`src/rtl/enemy_hit_monitor.sv`:
```
// Frame-level game controller: per-frame enemy move strobe, player/enemy overlap
// detection, lives, post-hit invulnerability and game-over tracking.
module enemy_hit_monitor #(
  parameter int unsigned NENE          = 4,
  parameter int unsigned LIVES         = 3,
  parameter int unsigned MOVE_DIV      = 1,
  parameter int unsigned INVULN_FRAMES = 60,
  parameter int unsigned HACTIVE       = 640,
  parameter int unsigned VACTIVE       = 480
) (
  input  logic            clk,
  input  logic            rst,
  input  logic            pixpulse,
  input  logic [9:0]      hcount,
  input  logic [9:0]      vcount,
  input  logic            start,
  input  logic            draw_player,
  input  logic [NENE-1:0] draw_ene,
  output logic            move,
  output logic            hit,
  output logic [NENE-1:0] hit_mask,
  output logic [2:0]      lives,
  output logic            invuln,
  output logic            game_over
);

  typedef enum logic [1:0] {IDLE, PLAY, INVULN, OVER} state_t;

  state_t          state, state_nxt;
  logic [7:0]      fdiv;
  logic [7:0]      icnt;
  logic [NENE-1:0] ovl_mask;
  logic            frame_end;
  logic            visible;
  logic            start_game;
  logic            take_hit;

  assign frame_end = pixpulse && (hcount == '0) && (vcount == 10'(VACTIVE));
  assign visible   = (hcount < 10'(HACTIVE)) && (vcount < 10'(VACTIVE));

  always_ff @(posedge clk or posedge rst) begin
    if (rst) state <= IDLE;
    else     state <= state_nxt;
  end

  // A start request in IDLE/OVER takes priority over a coincident frame_end.
  always_comb begin
    state_nxt  = state;
    start_game = 1'b0;
    take_hit   = 1'b0;
    unique case (state)
      IDLE, OVER: begin
        if (pixpulse && start) begin
          state_nxt  = PLAY;
          start_game = 1'b1;
        end
      end
      PLAY: begin
        if (frame_end && (ovl_mask != '0)) begin
          take_hit  = 1'b1;
          state_nxt = (lives == 3'd1) ? OVER : INVULN;
        end
      end
      INVULN: begin
        if (frame_end && (icnt == '0)) state_nxt = PLAY;
      end
      default: ;
    endcase
  end

  always_comb begin
    invuln    = (state == INVULN);
    game_over = (state == OVER);
  end

  always_ff @(posedge clk or posedge rst) begin
    if (rst) begin
      move     <= 1'b0;
      hit      <= 1'b0;
      hit_mask <= '0;
      lives    <= 3'(LIVES);
      fdiv     <= '0;
      icnt     <= '0;
      ovl_mask <= '0;
    end else begin
      hit <= take_hit;
      if (pixpulse) begin
        move <= 1'b0;
        if (start_game) begin
          lives    <= 3'(LIVES);
          fdiv     <= '0;
          ovl_mask <= '0;
          hit_mask <= '0;
        end else begin
          if (frame_end) begin
            ovl_mask <= '0;
            if (state == PLAY || state == INVULN) begin
              if (fdiv == 8'(MOVE_DIV - 1)) begin
                fdiv <= '0;
                move <= 1'b1;
              end else begin
                fdiv <= fdiv + 8'd1;
              end
            end
          end else if (visible && draw_player) begin
            ovl_mask <= ovl_mask | draw_ene;
          end
          if (take_hit) begin
            hit_mask <= ovl_mask;
            lives    <= lives - 3'd1;
            icnt     <= 8'(INVULN_FRAMES - 1);
          end else if (state == INVULN && frame_end && icnt != '0) begin
            icnt <= icnt - 8'd1;
          end
        end
      end
    end
  end

endmodule

```
`config.mk`:
```
export PLATFORM = sky130hd
export DESIGN_NAME = enemy_hit_monitor
export DESIGN_NICKNAME = d
export VERILOG_FILES = /design/src/rtl/enemy_hit_monitor.sv
export SDC_FILE = /design/constraint.sdc
export NUM_CORES = 1
export LEC_CHECK = 0
export CORE_MARGIN = 2
export CORE_UTILIZATION = 45
export CTS_BUF_LIST = sky130_fd_sc_hd__clkbuf_8 sky130_fd_sc_hd__clkbuf_16
export CTS_CLUSTER_DIAMETER = 30
export DETAILED_ROUTE_END_ITERATION = 8
export PLACE_DENSITY_LB_ADDON = 0.1
export SYNTH_ARGS = -nofsm -noshare
export SYNTH_HDL_FRONTEND = slang
export SYNTH_SLANG_ARGS = --single-unit
```
`constraint.sdc`:
```
create_clock -name clk -period 2 [get_ports clk]
set_input_delay 0.3 -clock clk [delete_from_list [all_inputs] [get_ports clk]]
set_output_delay 0.3 -clock clk [all_outputs]
set_load 0.01 [all_outputs]
```
==> results of run 1 <==
==> state kept, by name, indices dropped and copies added, names as in the netlist <==
| register | cells |
|---|---|
| state | 2 |
| lives | 3 |
| icnt | 8 |
| fdiv | 8 |
| ovl_mask | 4 |
| hit_mask | 4 |
| hit | 1 |
| move | 1 |
==> cells in the mapped netlist, types with 3 or more instances <==
| cell type | count | share of area (%) |
|---|---|---|
| sky130_fd_sc_hd__nor4_1 | 5 | 1.8 |
| sky130_fd_sc_hd__o21ai_0 | 13 | 3.7 |
| sky130_fd_sc_hd__o31ai_1 | 3 | 1.3 |
| sky130_fd_sc_hd__nand2_1 | 23 | 4.9 |
| sky130_fd_sc_hd__dfrtp_1 | 29 | 41 |
| sky130_fd_sc_hd__nor3_1 | 7 | 2.0 |
| sky130_fd_sc_hd__a21oi_1 | 10 | 2.9 |
| sky130_fd_sc_hd__and3_1 | 5 | 1.8 |
| sky130_fd_sc_hd__inv_1 | 14 | 3.0 |
| sky130_fd_sc_hd__ha_1 | 9 | 6.4 |
| sky130_fd_sc_hd__o21ai_1 | 3 | 0.86 |
| sky130_fd_sc_hd__nand3_1 | 4 | 1.1 |
| sky130_fd_sc_hd__nor2_1 | 15 | 3.2 |
| sky130_fd_sc_hd__a31oi_1 | 3 | 1.1 |
==> worst max-delay path, stage by stage, from the launching register on <==
cell                       delay (ns)
sky130_fd_sc_hd__dfrtp_1         0.39
sky130_fd_sc_hd__inv_2           0.07
sky130_fd_sc_hd__ha_2            0.15
sky130_fd_sc_hd__or4b_4          0.49
sky130_fd_sc_hd__o211ai_1        0.27
sky130_fd_sc_hd__or4_4           0.22
sky130_fd_sc_hd__o21ai_1         0.09
sky130_fd_sc_hd__mux2_4          0.27
==> metrics by stage <==
step                      instances  util, %  area, sq um  total power, mW
final                           321     75.3         2780             1.30
after global routing            321     75.3         2780             1.35
after CTS                       315     71.9         2650             1.31
after detailed placement        307     67.4         2480            0.784
after global placement          307     67.4         2480            0.781
after floorplan                 186        -         1780            0.692
==> what timing repair did <==
| item | 4_1_cts | 5_1_grt |
|---|---|---|
| hold buffers | 0 | 0 |
| pin swaps | 1 | 7 |
| buffers inserted | 0 | 5 |
| resized for setup | 11 | 23 |
| endpoints found under the setup margin | 23 | 25 |
| cloned | 0 | 1 |
==> per-layer routing <==
metal | global-route usage (%) | wire length (microns) | vias to the layer above
met5 | 0 | 0 | -
met4 | 7.14 | 106 | 0
met3 | 5.45 | 182 | 13
met2 | 47.6 | 2930 | 53
met1 | 25.8 | 1970 | 899
li1 | - | - | 846
==> final cells by class <==
cell class	instances	area, sq um	share of cell area [%]
inverters	14	52.6	1.89
flip-flops and latches	31	778	28.0
clock buffers	7	96.3	3.47
well taps	48	60.1	2.16
repair buffers	81	741	26.7
multi-input cells	139	1050	37.7
clock inverters	1	3.75	0.135
==> where the power goes <==
part           internal [mW]  switching, mW  leakage (nW)
clock network          0.308          0.218        0.0557
logic                 0.0741         0.0486         0.876
registers              0.640         0.0124         0.398
==> worst min path at each step <==
stage / start / end
floorplan: rst / fdiv[0]$_DFFE_PP0P_
global placement: fdiv[6]$_DFFE_PP0P_ / fdiv[6]$_DFFE_PP0P_
detailed placement: fdiv[6]$_DFFE_PP0P_ / fdiv[6]$_DFFE_PP0P_
CTS: rst / icnt[4]$_DFFE_PP0P_
global route: pixpulse / move$_DFFE_PP0P_
finish: rst / icnt[0]$_DFFE_PP0P_
==> kinds of logic (layout without fill, tap and decap cells) <==
kind of cell,Yosys count,after routing,synth area share [%]
and+or+nand+nor,80,81,24.9
muxes,2,2,1.21
DFF,31,31,44.4
xor gates and xnor gates,1,1,0.500
AOI/OAI and AO/OA,46,46,18.4
adders and majority gates,9,9,6.43
buffers and inverters,17,103,4.07
==> parameters.txt, run 1 <==
Parameter                              Value

Synth
  Post-Synthesis Cell Area    1750 sq um
  Flip-flop and latch count after synthesis    31
  Average cell area after synthesis    9.42 sq um
  Most used flip-flop cell after synthesis    sky130_fd_sc_hd__dfrtp_1
  Count of flip-flops with a built-in enable after synthesis    0
  FFs w/ async S/R, synth    100%
  Number of distinct library cell variants in the gate-level netlist after synthesis    46
  Cell count after synthesis    186
  Net count after synthesis    224
  Synth Warn #    0
  Part of the Yosys area used for sequential elements    44.4%

Timing
  Setup repair after global routing missed its margin    true
  Maximum clock rate    0.482 GHz
  Final TNS setup    -0.102 ns
  Worst-Margin Slew    0.401 ns
  Rel. slew slack    73.3%
  Minimum clock period after layout    2.07 ns
  Slew Viols, Final    0
  Period Utilization, post-route    104%
  Setup slack of the critical path after layout    -0.0737 ns
  Final Skew    0.00735 ns
  Post-route worst hold slack    0.398 ns
  Count of final hold-check violations    0
  Final setup vio count    3

Drt
  ANT nets after route    0
  Wire length per cell after detailed routing    16.1 microns
  Final wirelength    5180 microns
  Detailed-route via count    1,811
  Total iterations of the first detailed-routing run    4
  Drt via density    5.64
  Residual DRC count    0
  Detailed Route Iter0 Violations    120

Final layout
  Final antenna diode count    0
  Fraction of final layout cells with drive strength greater than 1    28.6%
  FILL cells    254
  Area growth from synthesis to final layout    58.6%
  Most common cell after layout, fill and taps aside    sky130_fd_sc_hd__buf_4
  Most used cells in the layout excluding fill and tap cells    40 x sky130_fd_sc_hd__buf_4, 29 x sky130_fd_sc_hd__dfrtp_1, 28 x sky130_fd_sc_hd__clkdlybuf4s50_1, 23 x sky130_fd_sc_hd__nand2_1, 15 x sky130_fd_sc_hd__nor2_1
  Final Net Count    310

Power
  Leak Pwr    1.33 nW
  Power density over the cells    468 nW/um^2
  IR drop worst, VDD    0.405 mV

CTS
  Worst-skew pair later-pin latency    0.28 ns
  CTS max path bufs    2
  Clock tree from TritonCTS    done
  CTS clock-pin slew for the worst setup and hold paths    0.06 ns
  Maximum level of the CTS H-tree    2
  Total number of clock tree sinks    31
  Inserted Clock Buffers    5
  Root Buffer    sky130_fd_sc_hd__clkbuf_8

Worst setup path
  Reg2reg setup slack    -0.07 ns
  Worst setup path endpoint    icnt[7]$_DFFE_PP0P_
  Reg2reg start    icnt[0]$_DFFE_PP0P_
  FF-to-FF path depth    7
  Element type at the critical path start    flop
  Type of the worst setup path    reg2reg
  Crit. Startpoint    icnt[0]$_DFFE_PP0P_
  Data arrival time at the worst-slack endpoint    2.23 ns
  Crit Reg-Reg Endpoint    icnt[7]$_DFFE_PP0P_
  Critical path data required time    2.16 ns
  Endpoint type of the worst setup path    flop
  Critical-path maximum fanout    5

Die
  Starting Density    47.5%
  Area of the core region    3690 sq um
  Die extent in y    66.4 microns
  Area of the die    4410 sq um
  Number of placement rows    22
  Chip Width    66.4 microns
  I/O pin total    40

GRT
  Global-route wire length before repair    8150 microns
  Overall fraction of global-route tracks in use    24.5%
  Largest net degree at the start of global routing    32
  Vias in the first global route    1,850
  Total grt overflow    0
  Number of antenna violations at the first check in global routing    0

Placed design
  # port buffers    39
  Last weighted congestion value of the routability-driven placer    0.906
  Worst-case setup slack after placement    -0.382 ns
  Post-detailed-placement half-perimeter wirelength    3660 microns

Min path
  Path class of the lowest-slack min-delay path    in2async

Flow run
  Max-cap violation count    0

Run status
  Outcome    complete, but fails checks
  Violated checks    setup timing
Power figures use the tool's default switching activity.
==> run 2: changes to the inputs <==
Settings changed: CORE_ASPECT_RATIO from default to 1.75, PLACE_DENSITY_LB_ADDON 0.1 to 0.15.
==> parameters.txt, run 2 (same netlist as run 1, synthesis figures left out) <==
Parameter                              Value

Die
  I/O pin total    40
  Area of the die    4430 sq um
  Chip Width    51.2 microns
  Area of the core region    3790 sq um
  Die extent in y    86.5 microns
  Number of placement rows    30
  Starting Density    46.2%

Worst setup path
  Type of the worst setup path    reg2reg
  Element type at the critical path start    flop
  Critical-path maximum fanout    5
  Endpoint type of the worst setup path    flop
  Critical path data required time    2.18 ns
  Data arrival time at the worst-slack endpoint    2.24 ns
  Reg2reg setup slack    -0.06 ns

Final layout
  FILL cells    273
  Most used cells in the layout excluding fill and tap cells    39 x sky130_fd_sc_hd__buf_4, 29 x sky130_fd_sc_hd__dfrtp_1, 27 x sky130_fd_sc_hd__clkdlybuf4s50_1, 22 x sky130_fd_sc_hd__nand2_1, 15 x sky130_fd_sc_hd__nor2_1
  Largest registers    fdiv (8), icnt (8)
  Final Net Count    309
  Fraction of final layout cells with drive strength greater than 1    31.0%
  Final antenna diode count    0
  Most common cell after layout, fill and taps aside    sky130_fd_sc_hd__buf_4
  Area growth from synthesis to final layout    58.7%
  Final instance count without filler cells    319

Timing
  Minimum clock period after layout    2.06 ns
  Final setup vio count    6
  Setup repair after global routing missed its margin    true
  Final Skew    0.00581 ns
  Setup slack of the critical path after layout    -0.0594 ns
  Slew Viols, Final    0
  Maximum clock rate    0.486 GHz
  Post-route worst hold slack    0.384 ns
  Rel. slew slack    73.9%
  Worst-Margin Slew    0.391 ns
  Period Utilization, post-route    103%
  Count of final hold-check violations    0

Power
  Power density over the cells    461 nW/um^2
  Total design power    1.28 mW
  Leak Pwr    1.34 nW
  IR drop worst, VDD    0.438 mV

Placed design
  Last weighted congestion value of the routability-driven placer    0.860
  Inst Count DP    307
  # port buffers    39
  Post-detailed-placement half-perimeter wirelength    3610 microns

CTS
  CTS clock-pin slew for the worst setup and hold paths    0.06 ns
  Worst-skew pair later-pin latency    0.29 ns
  Maximum level of the CTS H-tree    2
  Root Buffer    sky130_fd_sc_hd__clkbuf_8
  Clock tree from TritonCTS    done
  Total number of clock tree sinks    31
  CTS max path bufs    2
  Inserted Clock Buffers    5

Drt
  Residual DRC count    0
  ANT nets after route    0
  Final wirelength    5040 microns
  Detailed-route via count    1,743
  Total iterations of the first detailed-routing run    4
  Drt via density    5.46
  Detailed Route Iter0 Violations    32
  Wire length per cell after detailed routing    15.8 microns

Run status
  Violated checks    setup timing
  Outcome    complete, but fails checks

GRT
  Global-route wire length before repair    7940 microns
  Largest net degree at the start of global routing    32
  Number of antenna violations at the first check in global routing    0
  Vias in the first global route    1,794
  Total grt overflow    0
  Overall fraction of global-route tracks in use    24.0%

Flow run
  Max-cap violation count    0

Min path
  Path class of the lowest-slack min-delay path    in2async
[run 2: cell types whose count changed in the layout (fill, tap and decap cells not counted), moves of 2 or more]
cell and change:
sky130_fd_sc_hd__ha_2 -2, sky130_fd_sc_hd__nor3_2 +4, sky130_fd_sc_hd__nor3_1 -3, sky130_fd_sc_hd__o21ai_2 +2, sky130_fd_sc_hd__o21ai_0 -3
[run 2: timing repair]
item,CTS,global route
buffers inserted,1,3
gates resized for setup,17,28
setup endpoints to repair,14,23
pin swaps,8,15
hold buffers,0,0
cloned,1,0
[run 2: final cells by class]
type | instances | area [sq um] | area share (%)
multi-input combinational | 138 | 1050 | 37.9
sequential | 31 | 778 | 28.0
timing repair buffer | 81 | 747 | 26.9
clock buffer | 6 | 82.6 | 2.97
tap | 48 | 60.1 | 2.16
inverter | 14 | 52.6 | 1.89
clock inverter | 1 | 5.00 | 0.180
[run 2: through the flow]
| stage | setup TNS, ns | instance area [sq um] | util [%] | setup WS, ns |
|---|---|---|---|---|
| 5_1_grt | -1.10 | 2780 | 73.3 | -0.152 |
| 6_report | -0.155 | 2780 | 73.3 | -0.0594 |
| 3_3_place_gp | -6.07 | 2480 | 65.5 | -0.320 |
| 3_5_place_dp | -7.08 | 2480 | 65.5 | -0.375 |
| 2_1_floorplan | -0.0281 | 1780 | - | -0.0281 |
| 4_1_cts | -0.0754 | 2670 | 70.3 | -0.0432 |
[run 2: final timing paths]
path,from,cells past startpoint,endpoint
setup / recovery,icnt[0]$_DFFE_PP0P_,9,icnt[5]$_DFFE_PP0P_
max in group asynchronous,rst,3,lives[1]$_DFFE_PP1P_
hold / removal,rst,3,hit$_DFF_PP0_
hold reg to reg,lives[1]$_DFFE_PP1P_,2,lives[1]$_DFFE_PP1P_
setup reg to reg,icnt[0]$_DFFE_PP0P_,9,icnt[5]$_DFFE_PP0P_
min in group clk,pixpulse,3,move$_DFFE_PP0P_
[run 2: routing by layer]
| layer | wire, microns | up-vias | track usage, % |
|---|---|---|---|
| met5 | 0 | - | 0 |
| met4 | 118 | 0 | 9.58 |
| met3 | 118 | 11 | 5.17 |
| met2 | 3040 | 33 | 46.5 |
| met1 | 1760 | 856 | 23.6 |
| li1 | - | 843 | - |
[run 2: where the power goes]
| group | leakage (nW) | total, mW | switching, mW | internal [mW] |
|---|---|---|---|---|
| Combinational | 0.890 | 0.130 | 0.0529 | 0.0775 |
| Clock | 0.0470 | 0.497 | 0.228 | 0.269 |
| Sequential | 0.398 | 0.653 | 0.0132 | 0.640 |
[run 2: worst max-delay path, cell delays in order (launching register included)]
cell	delay, ns
sky130_fd_sc_hd__dfrtp_1	0.39
sky130_fd_sc_hd__inv_2	0.08
sky130_fd_sc_hd__ha_4	0.13
sky130_fd_sc_hd__or4b_4	0.49
sky130_fd_sc_hd__o21ai_4	0.19
sky130_fd_sc_hd__a2111oi_4	0.09
sky130_fd_sc_hd__buf_4	0.17
sky130_fd_sc_hd__buf_4	0.13
sky130_fd_sc_hd__o21a_1	0.10
sky130_fd_sc_hd__o21a_1	0.18
